<file path="config.mk">
export PLATFORM = sky130hd
export DESIGN_NAME = alu_mult_seq
export DESIGN_NICKNAME = d
export VERILOG_FILES = /design/src/rtl/alu_mult_pkg.sv /design/src/rtl/mult_step.sv /design/src/rtl/alu_mult_seq.sv
export SDC_FILE = /design/constraint.sdc
export NUM_CORES = 1
export LEC_CHECK = 0
export CAP_MARGIN = 20
export CORE_MARGIN = 5
export CORE_UTILIZATION = 45
export DETAILED_ROUTE_END_ITERATION = 6
export GPL_ROUTABILITY_DRIVEN = 0
export MAX_ROUTING_LAYER = met4
export PLACE_DENSITY = 0.68
export SYNTH_ARGS = -nofsm -noshare
export SYNTH_HDL_FRONTEND = slang
export SYNTH_SLANG_ARGS = --single-unit
export TNS_END_PERCENT = 10
</file>
<file path="constraint.sdc">
create_clock -name clk -period 5.1 [get_ports clk]
set_input_delay 0.765 -clock clk [delete_from_list [all_inputs] [get_ports clk]]
set_output_delay 0.765 -clock clk [all_outputs]
set_load 0.005 [all_outputs]
</file>
<file path="src/rtl/alu_mult_pkg.sv">
// Shared types and constants for the sequential shift-add multiplier.
// Used by alu_mult_seq and mult_step.
package alu_mult_pkg;

    localparam int unsigned DEF_WIDTH = 16;

    // Smallest counter width satisfying 2^w > width
    function automatic int unsigned cnt_w_for(input int unsigned width);
        return $clog2(width + 1);
    endfunction

    localparam int unsigned DEF_CNT_W = cnt_w_for(DEF_WIDTH);

    typedef enum logic [1:0] {
        ST_IDLE = 2'd0,
        ST_RUN  = 2'd1,
        ST_SIGN = 2'd2,
        ST_DONE = 2'd3
    } state_e;

endpackage

</file>
<file path="src/rtl/mult_step.sv">
// One shift-add iteration: conditional accumulate, then shift multiplicand
// left and multiplier right.
module mult_step #(
    parameter int unsigned WIDTH = 16
) (
    input  logic [2*WIDTH-1:0] acc_i,
    input  logic [2*WIDTH-1:0] mcand_i,
    input  logic [WIDTH-1:0]   mplier_i,
    output logic [2*WIDTH-1:0] acc_o,
    output logic [2*WIDTH-1:0] mcand_o,
    output logic [WIDTH-1:0]   mplier_o,
    output logic               mplier_zero_o
);

    always_comb begin
        acc_o         = mplier_i[0] ? (acc_i + mcand_i) : acc_i;
        mcand_o       = mcand_i << 1;
        mplier_o      = mplier_i >> 1;
        mplier_zero_o = (mplier_o == '0);
    end

endmodule

</file>
<file path="src/rtl/alu_mult_seq.sv">
// Iterative MUL/MULH sequencer for the execute stage (magnitude shift-add, sign fixup).
// Optional MULT_EARLY_EXIT_EN: leave RUN as soon as the remaining multiplier is zero.
module alu_mult_seq
    import alu_mult_pkg::*;
#(
    parameter int unsigned WIDTH = DEF_WIDTH,
    parameter int unsigned CNT_W = DEF_CNT_W
) (
    input  logic             clk,
    input  logic             rst,
    input  logic             start,
    input  logic             signed_op,
    input  logic [WIDTH-1:0] op_a,
    input  logic [WIDTH-1:0] op_b,
    input  logic             flush,
    output logic             busy,
    output logic             stall,
    output logic             done,
    output logic [WIDTH-1:0] prod_lo,
    output logic [WIDTH-1:0] prod_hi,
    output logic             err
);

    localparam int unsigned PW = 2 * WIDTH;
    localparam logic [CNT_W-1:0] LAST_CNT = CNT_W'(WIDTH - 1);
`ifdef MULT_EARLY_EXIT_EN
    localparam bit EARLY_EXIT = 1'b1;
`else
    localparam bit EARLY_EXIT = 1'b0;
`endif

    state_e           state_q, state_d;
    logic [CNT_W-1:0] cnt_q, cnt_d;
    logic [PW-1:0]    acc_q, acc_d;
    logic [PW-1:0]    mcand_q, mcand_d;
    logic [WIDTH-1:0] mplier_q, mplier_d;
    logic             neg_q, neg_d;
    logic [WIDTH-1:0] prod_lo_q, prod_lo_d;
    logic [WIDTH-1:0] prod_hi_q, prod_hi_d;
    logic             busy_q, busy_d;
    logic             done_q, done_d;
    logic             err_q, err_d;

    logic [PW-1:0]    step_acc;
    logic [PW-1:0]    step_mcand;
    logic [WIDTH-1:0] step_mplier;
    logic             step_zero;
    logic [WIDTH-1:0] a_mag;
    logic [WIDTH-1:0] b_mag;
    logic [PW-1:0]    acc_neg;
    logic             accept;

    mult_step #(
        .WIDTH (WIDTH)
    ) u_step (
        .acc_i         (acc_q),
        .mcand_i       (mcand_q),
        .mplier_i      (mplier_q),
        .acc_o         (step_acc),
        .mcand_o       (step_mcand),
        .mplier_o      (step_mplier),
        .mplier_zero_o (step_zero)
    );

    // Operand magnitudes; the most-negative value maps to 2^(WIDTH-1) unsigned
    always_comb begin
        a_mag   = (signed_op && op_a[WIDTH-1]) ? (~op_a + WIDTH'(1)) : op_a;
        b_mag   = (signed_op && op_b[WIDTH-1]) ? (~op_b + WIDTH'(1)) : op_b;
        acc_neg = ~acc_q + PW'(1);
        accept  = start && (state_q == ST_IDLE) && !flush;
    end

    // Next-state and datapath update; flush overrides everything but err
    always_comb begin
        state_d   = state_q;
        cnt_d     = cnt_q;
        acc_d     = acc_q;
        mcand_d   = mcand_q;
        mplier_d  = mplier_q;
        neg_d     = neg_q;
        prod_lo_d = prod_lo_q;
        prod_hi_d = prod_hi_q;
        err_d     = start && (state_q != ST_IDLE);

        if (flush) begin
            state_d = ST_IDLE;
        end else begin
            case (state_q)
                ST_IDLE: begin
                    if (accept) begin
                        acc_d    = '0;
                        mcand_d  = {{WIDTH{1'b0}}, a_mag};
                        mplier_d = b_mag;
                        neg_d    = signed_op && (op_a[WIDTH-1] ^ op_b[WIDTH-1]);
                        cnt_d    = '0;
                        state_d  = ST_RUN;
                    end
                end
                ST_RUN: begin
                    acc_d    = step_acc;
                    mcand_d  = step_mcand;
                    mplier_d = step_mplier;
                    cnt_d    = cnt_q + CNT_W'(1);
                    if ((cnt_q == LAST_CNT) || (EARLY_EXIT && step_zero)) begin
                        state_d = ST_SIGN;
                    end
                end
                ST_SIGN: begin
                    {prod_hi_d, prod_lo_d} = neg_q ? acc_neg : acc_q;
                    state_d                = ST_DONE;
                end
                ST_DONE: begin
                    state_d = ST_IDLE;
                end
            endcase
        end

        busy_d = (state_d == ST_RUN) || (state_d == ST_SIGN);
        done_d = (state_d == ST_DONE);
    end

    always_ff @(posedge clk) begin
        if (rst) begin
            state_q   <= ST_IDLE;
            cnt_q     <= '0;
            acc_q     <= '0;
            mcand_q   <= '0;
            mplier_q  <= '0;
            neg_q     <= 1'b0;
            prod_lo_q <= '0;
            prod_hi_q <= '0;
            busy_q    <= 1'b0;
            done_q    <= 1'b0;
            err_q     <= 1'b0;
        end else begin
            state_q   <= state_d;
            cnt_q     <= cnt_d;
            acc_q     <= acc_d;
            mcand_q   <= mcand_d;
            mplier_q  <= mplier_d;
            neg_q     <= neg_d;
            prod_lo_q <= prod_lo_d;
            prod_hi_q <= prod_hi_d;
            busy_q    <= busy_d;
            done_q    <= done_d;
            err_q     <= err_d;
        end
    end

    assign busy    = busy_q;
    assign done    = done_q;
    assign err     = err_q;
    assign prod_lo = prod_lo_q;
    assign prod_hi = prod_hi_q;
    // Pipeline must hold in the start cycle itself, before busy rises
    assign stall   = accept || busy_q;

endmodule

</file>
==> results of run 1 <==
cells in the mapped netlist (3+ instances only):
cell / number / area, µm²
and3_1: 4 / 25.0
a32oi_1: 4 / 35.0
or3_1: 11 / 68.8
a22oi_1: 23 / 173
nand2b_1: 6 / 37.5
and2_1: 8 / 50.1
o22ai_1: 19 / 119
nor3_1: 21 / 105
xnor2_1: 26 / 228
inv_1: 27 / 101
a211oi_1: 38 / 285
o21ai_0: 21 / 105
nand4_1: 8 / 50.1
a21boi_1: 5 / 37.5
o31ai_1: 13 / 97.6
nor3b_1: 4 / 30.0
o21a_1: 4 / 30.0
o21bai_1: 3 / 22.5
ha_1: 37 / 463
o211ai_1: 4 / 30.0
xor2_1: 52 / 455
a21o_1: 15 / 113
o21ai_1: 33 / 165
nand3b_1: 3 / 22.5
nor4_1: 6 / 37.5
or4_1: 3 / 22.5
a21oi_1: 74 / 370
nor2b_1: 9 / 56.3
mux2i_1: 5 / 50.1
o41ai_1: 5 / 43.8
clkbuf_1: 53 / 199
nand3_1: 11 / 55.1
dfxtp_1: 123 / 2460
a221oi_1: 9 / 78.8
nor2_1: 156 / 586
nand2_1: 67 / 251
through the flow:
stage	setup slack [ns]	utilization, %
after global routing	1.45	54.1
after detailed placement	1.59	50.6
after floorplan	2.42	-
after global placement	1.64	50.6
after CTS	1.59	54.1
final	1.58	54.1
path summary, 6_finish.rpt:
check / endpoint / from / depth (start not counted)
max: stall / flush / 5
min: mplier_q[2] / mplier_q[2] / 2
max reg2reg: acc_q[31] / acc_q[7] / 10
min reg2reg: mplier_q[2] / mplier_q[2] / 2
sequential cells by signal, indices dropped and copies added, names as in the netlist:
name      count
mcand_q      32
acc_q        32
cnt_q         5
neg_q         1
mplier_q     16
prod_lo      16
state_q       2
busy          1
done          1
prod_hi      16
err           1
worst reg2reg max path: stages, from the launching register on:
cell       delay (ns)
dfxtp_1          0.44
ha_1             0.34
and2_1           0.21
and2_1           0.18
a2111oi_0        0.63
a211oi_1         0.24
o311a_1          0.44
o221ai_1         0.27
xor2_1           0.22
a21oi_1          0.09
o22ai_1          0.18
area by class of cell:
class                   instances  area share [%]
repair buffers                 79            8.68
inverters                      28            1.18
clock buffers                  24            5.43
flip-flops and latches        123            27.7
clock inverters                 7            1.01
multi-input cells             743            52.9
well taps                     220            3.10
per-layer routing:
| metal | GRT usage (%) | wire (µm) |
|---|---|---|
| met2 | 27.2 | 7750 |
| met3 | 3.72 | 958 |
| met5 | - | 0 |
| met4 | 5.30 | 285 |
| met1 | 28.0 | 9600 |
power breakdown:
group          total (µW)  internal, µW  switching [µW]  leakage [µW]
clock network        1180           751             424      0.000276
logic                 215          90.8             124       0.00210
registers             999           981            18.8      0.000995
cells in the final DEF, fill, tap and decap left out, types with 11 or more instances in the layout:
| cell type | instances |
|---|---|
| nor2_1 | 155 |
| dfxtp_1 | 123 |
| a21oi_1 | 74 |
| clkdlybuf4s50_1 | 71 |
| nand2_1 | 67 |
| xor2_1 | 52 |
| a211oi_1 | 38 |
| ha_1 | 37 |
| o21ai_1 | 32 |
| inv_1 | 27 |
| xnor2_1 | 26 |
| a22oi_1 | 23 |
| o21ai_0 | 21 |
| nor3_1 | 20 |
| o22ai_1 | 19 |
| clkbuf_16 | 17 |
| a21o_1 | 15 |
| o31ai_1 | 13 |
| or3_1 | 11 |
| nand3_1 | 11 |
cells by family (layout without fill, tap and decap cells):
| kind of cell | after synthesis | after routing |
|---|---|---|
| buffers and inverters | 83 | 138 |
| muxes | 6 | 6 |
| and+or+nand+nor | 327 | 327 |
| AOI/OAI and AO/OA | 294 | 294 |
| DFF | 123 | 123 |
| xor gates and xnor gates | 78 | 78 |
| adders and majority gates | 38 | 38 |
==> flow_metrics.env, run 1 <==
export IMPL_relSlewSlack_pct=28.3
export IMPL_cts_max_path_buffers=2
export IMPL_startpoint_type="input pin"
export IMPL_maxCapViolCount=0
export IMPL_end_kind="primary output"
export IMPL_synth_flop_cell="dfxtp_1"
export IMPL_skew_ns=0.00718
export IMPL_synth_edf_count=0
export IMPL_placed_area_um2=8310
export IMPL_diodes=0
export IMPL_rrSetupSlack_ns=1.78
export IMPL_ys_ff_latch=123
export IMPL_grt_use_total_pct=19.2
export IMPL_async_flop_share_pct=0
export IMPL_netlist_area_um2=7440
export IMPL_tritoncts="yes"
export IMPL_syn2layout_area_growth_pct=19.3
export IMPL_port_buffers=72
export IMPL_drive_above_1_share_pct=4.98
export IMPL_yosys_area_share_simple_pct=20.1
export IMPL_power_density_nw_per_um2=269
export IMPL_clkTransAtPathRegs_ns=0.05
export IMPL_tightest_slew_ns=1.07
export IMPL_grt_overflow_total=0
export IMPL_firstDrtPassIters=5
export IMPL_wl_per_cell_um=15.2
export IMPL_ir_drop_v=0.000191
export IMPL_numCtsBuffers=17
export IMPL_crit_family="buffers and inverters"
export IMPL_drt_iter0_markers=634
export IMPL_final_cell_area_um2=8880
export IMPL_p_total_uw=2390
export IMPL_crit_top_cell="clkdlybuf4s50_1"
export IMPL_wl_mm=18.6
export IMPL_ctsHoldBuffers=0
export IMPL_drv_slew=0
export IMPL_synth_top_family_by_area="compound AO/OA/AOI/OAI gates"
export IMPL_syn_inst=949
export IMPL_dp_cells=1193
export IMPL_synth_seq_area_share_pct=33.1
export IMPL_critPathKind="in -> out"
export IMPL_htreeDepth=4
export IMPL_synthAdderAreaFrac_pct=6.49
export IMPL_dieWidth_um=139
export IMPL_ioPinCount=73
export IMPL_grt_max_degree=56
export IMPL_num_rows=47
export IMPL_core_um2=16400
export IMPL_crit_slowest_cell="clkdlybuf4s50_1"
export IMPL_start_util_pct=45.4
export IMPL_setup_viol=0
export IMPL_cp_max_fo=8
export IMPL_die_height_um=139
export IMPL_max_clock_freq_mhz=284
export IMPL_avgSynthCellArea_um2=7.84
export IMPL_seq_area_um2=2460
export IMPL_fillers=1544
export IMPL_postCtsSetupRepairBufs=0
export IMPL_whs_ns=0.474
export IMPL_viasPerCell=5.63
export IMPL_clock_latency_ns=0.42
export IMPL_grt_setup_unrepaired="no"
export IMPL_grt_antenna_before_repair=0
export IMPL_hold_viol_final=0
export IMPL_die_area_um2=19200
export IMPL_hp_class="reg -> reg"
export IMPL_status="finished clean"
export IMPL_grt_pass1_vias=6042
export IMPL_path_cells="clkdlybuf4s50_1, nor2_1, and3_1, or2_2, clkdlybuf4s50_1"
export IMPL_vias=6893
export IMPL_cp_buffers_inverters=2
export IMPL_p_leak_uw=0.00337
export IMPL_tns_ns=0
export IMPL_multi_input_area_um2=4690
export IMPL_yosysUniqueCellTypes=66
export IMPL_yosys_mux_area_fraction_pct=0.824
export IMPL_arrival_ns=2.76
export IMPL_cts_resized=0
export IMPL_yosys_warnings=0
export IMPL_dp_hpwl_mm=13.6
export IMPL_cp_required_ns=4.34
export IMPL_clkSinkCount=123
export IMPL_slowest_delay_ns=0.54
export IMPL_grt_pass1_wl_mm=30.3
export IMPL_drtAntennaViolNets=0
export IMPL_cts_root_buf="clkbuf_16"
export IMPL_drcViolationCount=0
export IMPL_synth_compound_area_share_pct=26.1
export IMPL_finalNetCount=1067
export IMPL_period_needed_ns=3.52
export IMPL_final_cells=1224
export IMPL_post_route_period_util_pct=69.1
export IMPL_syn_nets=1024
export IMPL_synth_xor_area_share_pct=9.18
No activity file was read; power rests on OpenSTA's default activity.
==> run 2, diff against run 1 <==
Clock period 5.1 ns to 3.6 ns, I/O delays scaled along.
==> run 2 against run 1 <==
Count of clock-buffer cells in the layout fell by 6. Die area did not move. Sequential cell count did not move. First-iteration DRC count fell by 22%. Clock skew rose by 0.0033 ns. Register-to-register slack got worse by 1.3 ns. Global-route usage rose by 0.91 points. Critical path type is now reg -> reg. Largest power group unchanged.
==> flow_metrics.env, run 2 (same netlist as run 1, synthesis figures left out) <==
export IMPL_cp_max_fo=6
export IMPL_drtAntennaViolNets=0
export IMPL_dp_hpwl_mm=14.0
export IMPL_clock_latency_ns=0.42
export IMPL_start_util_pct=45.4
export IMPL_grt_busiest_layer="met1"
export IMPL_grt_use_total_pct=20.1
export IMPL_whs_endpoint="mplier_q[2]"
export IMPL_r2r_end="acc_q[30]"
export IMPL_met2_usage_pct=27.2
export IMPL_grt_max_degree=64
export IMPL_ioPinCount=73
export IMPL_diodes=0
export IMPL_mostFrequentLayoutCells="nor2_1 (155), dfxtp_1 (123), a21oi_1 (74), clkdlybuf4s50_1 (71), nand2_1 (67)"
export IMPL_rr_worst_depth=12
export IMPL_grt_setup_unrepaired="no"
export IMPL_hp_class="reg -> reg"
export IMPL_drt_iter0_markers=495
export IMPL_swShare_pct=24.0
export IMPL_critPathKind="reg -> reg"
export IMPL_grt_met3_usage_pct=5.03
export IMPL_num_rows=47
export IMPL_numCtsBuffers=17
export IMPL_syn2layout_area_growth_pct=20.8
export IMPL_whs_ns=0.479
export IMPL_htreeDepth=4
export IMPL_die_area_um2=19200
export IMPL_clkSinkCount=123
export IMPL_clock_power_share_pct=51.4
export IMPL_tightest_slew_ns=1.07
export IMPL_r2r_start="acc_q[0]"
export IMPL_dieWidth_um=139
export IMPL_end_kind="flop"
export IMPL_cts_resized=0
export IMPL_power_density_nw_per_um2=395
export IMPL_wl_mm=19.0
export IMPL_vias=6904
export IMPL_port_buffers=72
export IMPL_grt_pass1_vias=6131
export IMPL_skew_ns=0.0104
export IMPL_arrival_ns=3.42
export IMPL_tns_ns=0
export IMPL_cts_max_path_buffers=2
export IMPL_viasPerCell=5.60
export IMPL_tritoncts="yes"
export IMPL_startpoint_type="flop"
export IMPL_drv_slew=0
export IMPL_use_met1_pct=29.5
export IMPL_hold_depth=2
export IMPL_firstDrtPassIters=5
export IMPL_wl_per_cell_um=15.4
export IMPL_drive_above_1_share_pct=6.13
export IMPL_core_um2=16400
export IMPL_drcViolationCount=0
export IMPL_crit_family="compound AO/OA/AOI/OAI gates"
export IMPL_slowest_delay_ns=0.42
export IMPL_grt_antenna_before_repair=0
export IMPL_finalNetCount=1074
export IMPL_clkTransAtPathRegs_ns=0.06
export IMPL_p_int_uw=2700
export IMPL_grt_overflow_total=0
export IMPL_hold_viol_final=0
export IMPL_max_clock_freq_mhz=321
export IMPL_power_frac_comb_pct=8.8
export IMPL_layout_commonest_cell="nor2_1"
export IMPL_fillers=1538
export IMPL_postCtsSetupRepairBufs=0
export IMPL_cts_root_buf="clkbuf_16"
export IMPL_p_leak_uw=0.00342
export IMPL_maxCapViolCount=0
export IMPL_period_needed_ns=3.11
export IMPL_rrSetupSlack_ns=0.49
export IMPL_seq_power_share_pct=39.8
export IMPL_die_height_um=139
export IMPL_cp_buffers_inverters=1
export IMPL_p_sw_uw=854
export IMPL_crit_slowest_cell="dfxtp_1"
export IMPL_grt_pass1_wl_mm=31.5
export IMPL_ir_drop_v=0.000323
export IMPL_top_regs="acc_q: 32 flops, mcand_q: 32 flops"
export IMPL_crit_top_cell="o21ai_1"
export IMPL_setup_viol=0
export IMPL_relSlewSlack_pct=28.5
export IMPL_status="finished clean"
export IMPL_ctsHoldBuffers=0
export IMPL_path_cells="ha_1, inv_1, fa_1, nor2b_1, o21ai_1, a21boi_1, o21ai_1, a21oi_1, o211ai_1, a31oi_1, mux2i_1, nand3_1"
export IMPL_cp_required_ns=3.90
export IMPL_post_route_period_util_pct=86.5
export IMPL_worstHoldStart="mplier_q[2]"
-- run 2: final cells by class --
type / count / area (µm²) / share of cell area, %
Clock buffer: 18 / 439 / 4.88
Clock inverter: 14 / 195 / 2.17
Inverter: 28 / 105 / 1.17
Multi-Input combinational cell: 743 / 4690 / 52.2
Sequential cell: 123 / 2460 / 27.4
Tap cell: 220 / 275 / 3.06
Timing Repair Buffer: 86 / 823 / 9.15
-- run 2: routing by layer --
layer  share of wire, %  wire (µm)  vias to the layer above
li1                   -          -                     3546
met5                  0          0                        -
met4                1.4        275                        0
met2                 41       7860                      176
met1                 51       9680                     3156
met3                6.0       1150                       26
-- run 2: worst max-delay path by stage --
stage          startpoint         to  slack, ns  depth (start not counted)
2_1_floorplan    acc_q[0]  acc_q[28]       0.92                         12
3_3_place_gp     acc_q[0]  acc_q[30]       0.61                         12
3_5_place_dp     acc_q[0]  acc_q[28]       0.58                         12
4_1_cts          acc_q[0]  acc_q[30]       0.55                         12
5_1_grt         acc_q[13]  acc_q[31]       0.20                         10
6_report         acc_q[0]  acc_q[30]       0.49                         12
-- run 2: metrics by stage --
stage	worst slack, ns	utilization (%)	cells	power (µW)	cell area [µm²]
after floorplan	0.916	-	949	1640	7440
after global placement	0.614	50.9	1200	1750	8360
after detailed placement	0.579	50.9	1200	1750	8360
after CTS	0.548	54.8	1232	3580	8990
after global routing	0.196	54.8	1232	3680	8990
final	0.485	54.8	1232	3550	8990
-- run 2: worst reg2reg max path, cell delays in order (launching register included) --
cell and delay (ns):
dfxtp_1 0.42, ha_1 0.22, inv_1 0.06, fa_1 0.37, nor2b_1 0.17, o21ai_1 0.10
a21boi_1 0.34, o21ai_1 0.13, a21oi_1 0.28, o211ai_1 0.18, a31oi_1 0.40, mux2i_1 0.23
nand3_1 0.09
-- run 2: power by group through the flow --
stage / clock network [µW] / registers, µW / logic (µW)
3_5_place_dp: 0 / 1440 / 309
3_3_place_gp: 0 / 1440 / 309
2_1_floorplan: 0 / 1430 / 206
4_1_cts: 1850 / 1410 / 312
6_report: 1820 / 1410 / 313
5_1_grt: 1920 / 1420 / 348
==> run 3, diff against run 2 <==
==> constraint.sdc (replaced) <==
create_clock -name clk -period 3.6 [get_ports clk]
set_input_delay 0.72 -clock clk [delete_from_list [all_inputs] [get_ports clk]]
set_output_delay 0.72 -clock clk [all_outputs]
set_load 0.005 [all_outputs]
==> run 3 against run 2 <==
Register-to-register slack got worse by 0.02 ns. Global-route usage decreased by 0.22 points. First-iteration DRC count decreased by 2.0%. Die area unchanged. Clock skew decreased by 0.0015 ns. Final cell count decreased by 0.16%. Routed wire length about the same. Core utilization decreased by 0.16 points. Count of clock-buffer cells in the layout increased by 7. Maximum frequency decreased by 2.3%. Critical path type is now in -> out. Critical endpoint is now stall. Largest cell class unchanged. Highest routed layer unchanged.
==> flow_metrics.env, run 3 (same netlist as run 1, synthesis figures left out) <==
export IMPL_maxCapViolCount=0
export IMPL_skew_ns=0.00894
export IMPL_fillers=1573
export IMPL_drv_slew=0
export IMPL_finalNetCount=1073
export IMPL_grt_overflow_total=0
export IMPL_drive_above_1_share_pct=5.64
export IMPL_firstDrtPassIters=5
export IMPL_max_clock_freq_mhz=314
export IMPL_drtAntennaViolNets=0
export IMPL_start_util_pct=45.4
export IMPL_clock_latency_ns=0.42
export IMPL_tns_ns=0
export IMPL_ctsHoldBuffers=0
export IMPL_finalWorstSetupSlack_ns=0.411
export IMPL_htreeDepth=4
export IMPL_startpoint_type="input pin"
export IMPL_power_density_nw_per_um2=383
export IMPL_slowest_delay_ns=0.61
export IMPL_relSlewSlack_pct=26.2
export IMPL_grt_antenna_before_repair=0
export IMPL_cts_root_buf="clkbuf_16"
export IMPL_drcViolationCount=0
export IMPL_setup_viol=0
export IMPL_cts_max_path_buffers=2
export IMPL_status="finished clean"
export IMPL_hold_depth=2
export IMPL_rr_worst_depth=12
export IMPL_critPathKind="in -> out"
export IMPL_dieWidth_um=139
export IMPL_dp_hpwl_mm=13.8
export IMPL_grt_use_total_pct=19.9
export IMPL_viasPerCell=5.57
export IMPL_p_leak_uw=0.00341
export IMPL_dp_cells=1199
export IMPL_drt_iter0_markers=485
export IMPL_crit_slowest_cell="clkdlybuf4s50_1"
export IMPL_hold_viol_final=0
export IMPL_wl_mm=19.0
export IMPL_cp_required_ns=2.88
export IMPL_arrival_ns=2.47
export IMPL_port_buffers=72
export IMPL_top_regs="acc_q: 32 flops, mcand_q: 32 flops"
export IMPL_hp_class="reg -> reg"
export IMPL_diodes=0
export IMPL_cp_max_fo=8
export IMPL_vias=6856
export IMPL_clkTransAtPathRegs_ns=0.05
export IMPL_numCtsBuffers=17
export IMPL_postCtsSetupRepairBufs=0
export IMPL_postLayoutCoreUtil_pct=54.7
export IMPL_ioPinCount=73
export IMPL_post_route_period_util_pct=88.6
export IMPL_cts_resized=0
export IMPL_mostFrequentLayoutCells="nor2_1 (155), dfxtp_1 (123), a21oi_1 (74), clkdlybuf4s50_1 (71), nand2_1 (67)"
export IMPL_final_cells=1230
export IMPL_place_ws_ns=0.404
export IMPL_clkSinkCount=123
export IMPL_wl_per_cell_um=15.4
export IMPL_end_kind="primary output"
export IMPL_period_needed_ns=3.19
export IMPL_tritoncts="yes"
export IMPL_grt_max_degree=64
export IMPL_die_area_um2=19200
export IMPL_tightest_slew_ns=1.11
export IMPL_grt_pass1_wl_mm=31.2
export IMPL_die_height_um=139
export IMPL_placed_area_um2=8380
export IMPL_final_cell_area_um2=8970
export IMPL_path_cells="clkdlybuf4s50_1, nor2_1, and3_1, or2_2, clkdlybuf4s50_1"
export IMPL_ir_drop_v=0.000327
export IMPL_syn2layout_area_growth_pct=20.5
export IMPL_grt_pass1_vias=6026
export IMPL_grt_setup_unrepaired="no"
export IMPL_num_rows=47
export IMPL_layout_commonest_cell="nor2_1"
export IMPL_core_um2=16400
export IMPL_crit_top_cell="clkdlybuf4s50_1"
run 3: cell count changes in the layout (fill, tap and decap cells not counted):
| cell | delta |
|---|---|
| buf_12 | +2 |
| buf_4 | -3 |
| clkbuf_8 | +4 |
| clkinvlp_4 | -2 |
| clkbuf_1 | +3 |
| clkinv_4 | -3 |
| bufinv_16 | -2 |
| inv_6 | -1 |
run 3: final timing paths:
kind	from	end	slack [ns]
max	flush	stall	0.41
max reg2reg	acc_q[0]	acc_q[30]	0.47
min reg2reg	mplier_q[7]	mplier_q[7]	0.49
min	mplier_q[7]	mplier_q[7]	0.49
run 3: cell type report:
type                       instances  area (µm²)  share of cell area, %
multi-input combinational        743        4690                   52.3
sequential                       123        2460                   27.5
timing repair buffer              85         841                   9.38
clock buffer                      25         505                   5.64
tap                              220         275                   3.07
inverter                          28         105                   1.17
clock inverter                     6        85.1                  0.949
run 3: power by group:
group	leakage [µW]	total, µW	internal (µW)	switching, µW
Combinational	0.00213	314	135	179
Sequential	0.000995	1420	1390	27.0
Clock	0.000285	1700	1100	599
run 3: metrics by stage:
| stage | hold slack [ns] | power, µW |
|---|---|---|
| 2_1_floorplan | 0.449 | 1640 |
| 3_3_place_gp | 0.461 | 1750 |
| 3_5_place_dp | 0.474 | 1750 |
| 4_1_cts | 0.486 | 3460 |
| 5_1_grt | 0.509 | 3560 |
| 6_report | 0.485 | 3430 |
run 3: layer usage:
| metal | up-vias | GRT usage [%] | wire length, µm |
|---|---|---|---|
| li1 | 3528 | - | - |
| met1 | 3124 | 29.8 | 9880 |
| met2 | 174 | 26.7 | 7750 |
| met3 | 30 | 3.52 | 915 |
| met4 | 0 | 7.05 | 407 |
| met5 | - | - | 0 |
run 3: critical path, delay by kind of cell:
family | cells | cell delay, ns
buffers and inverters | 2 | 1.05
and+or+nand+nor | 3 | 0.69
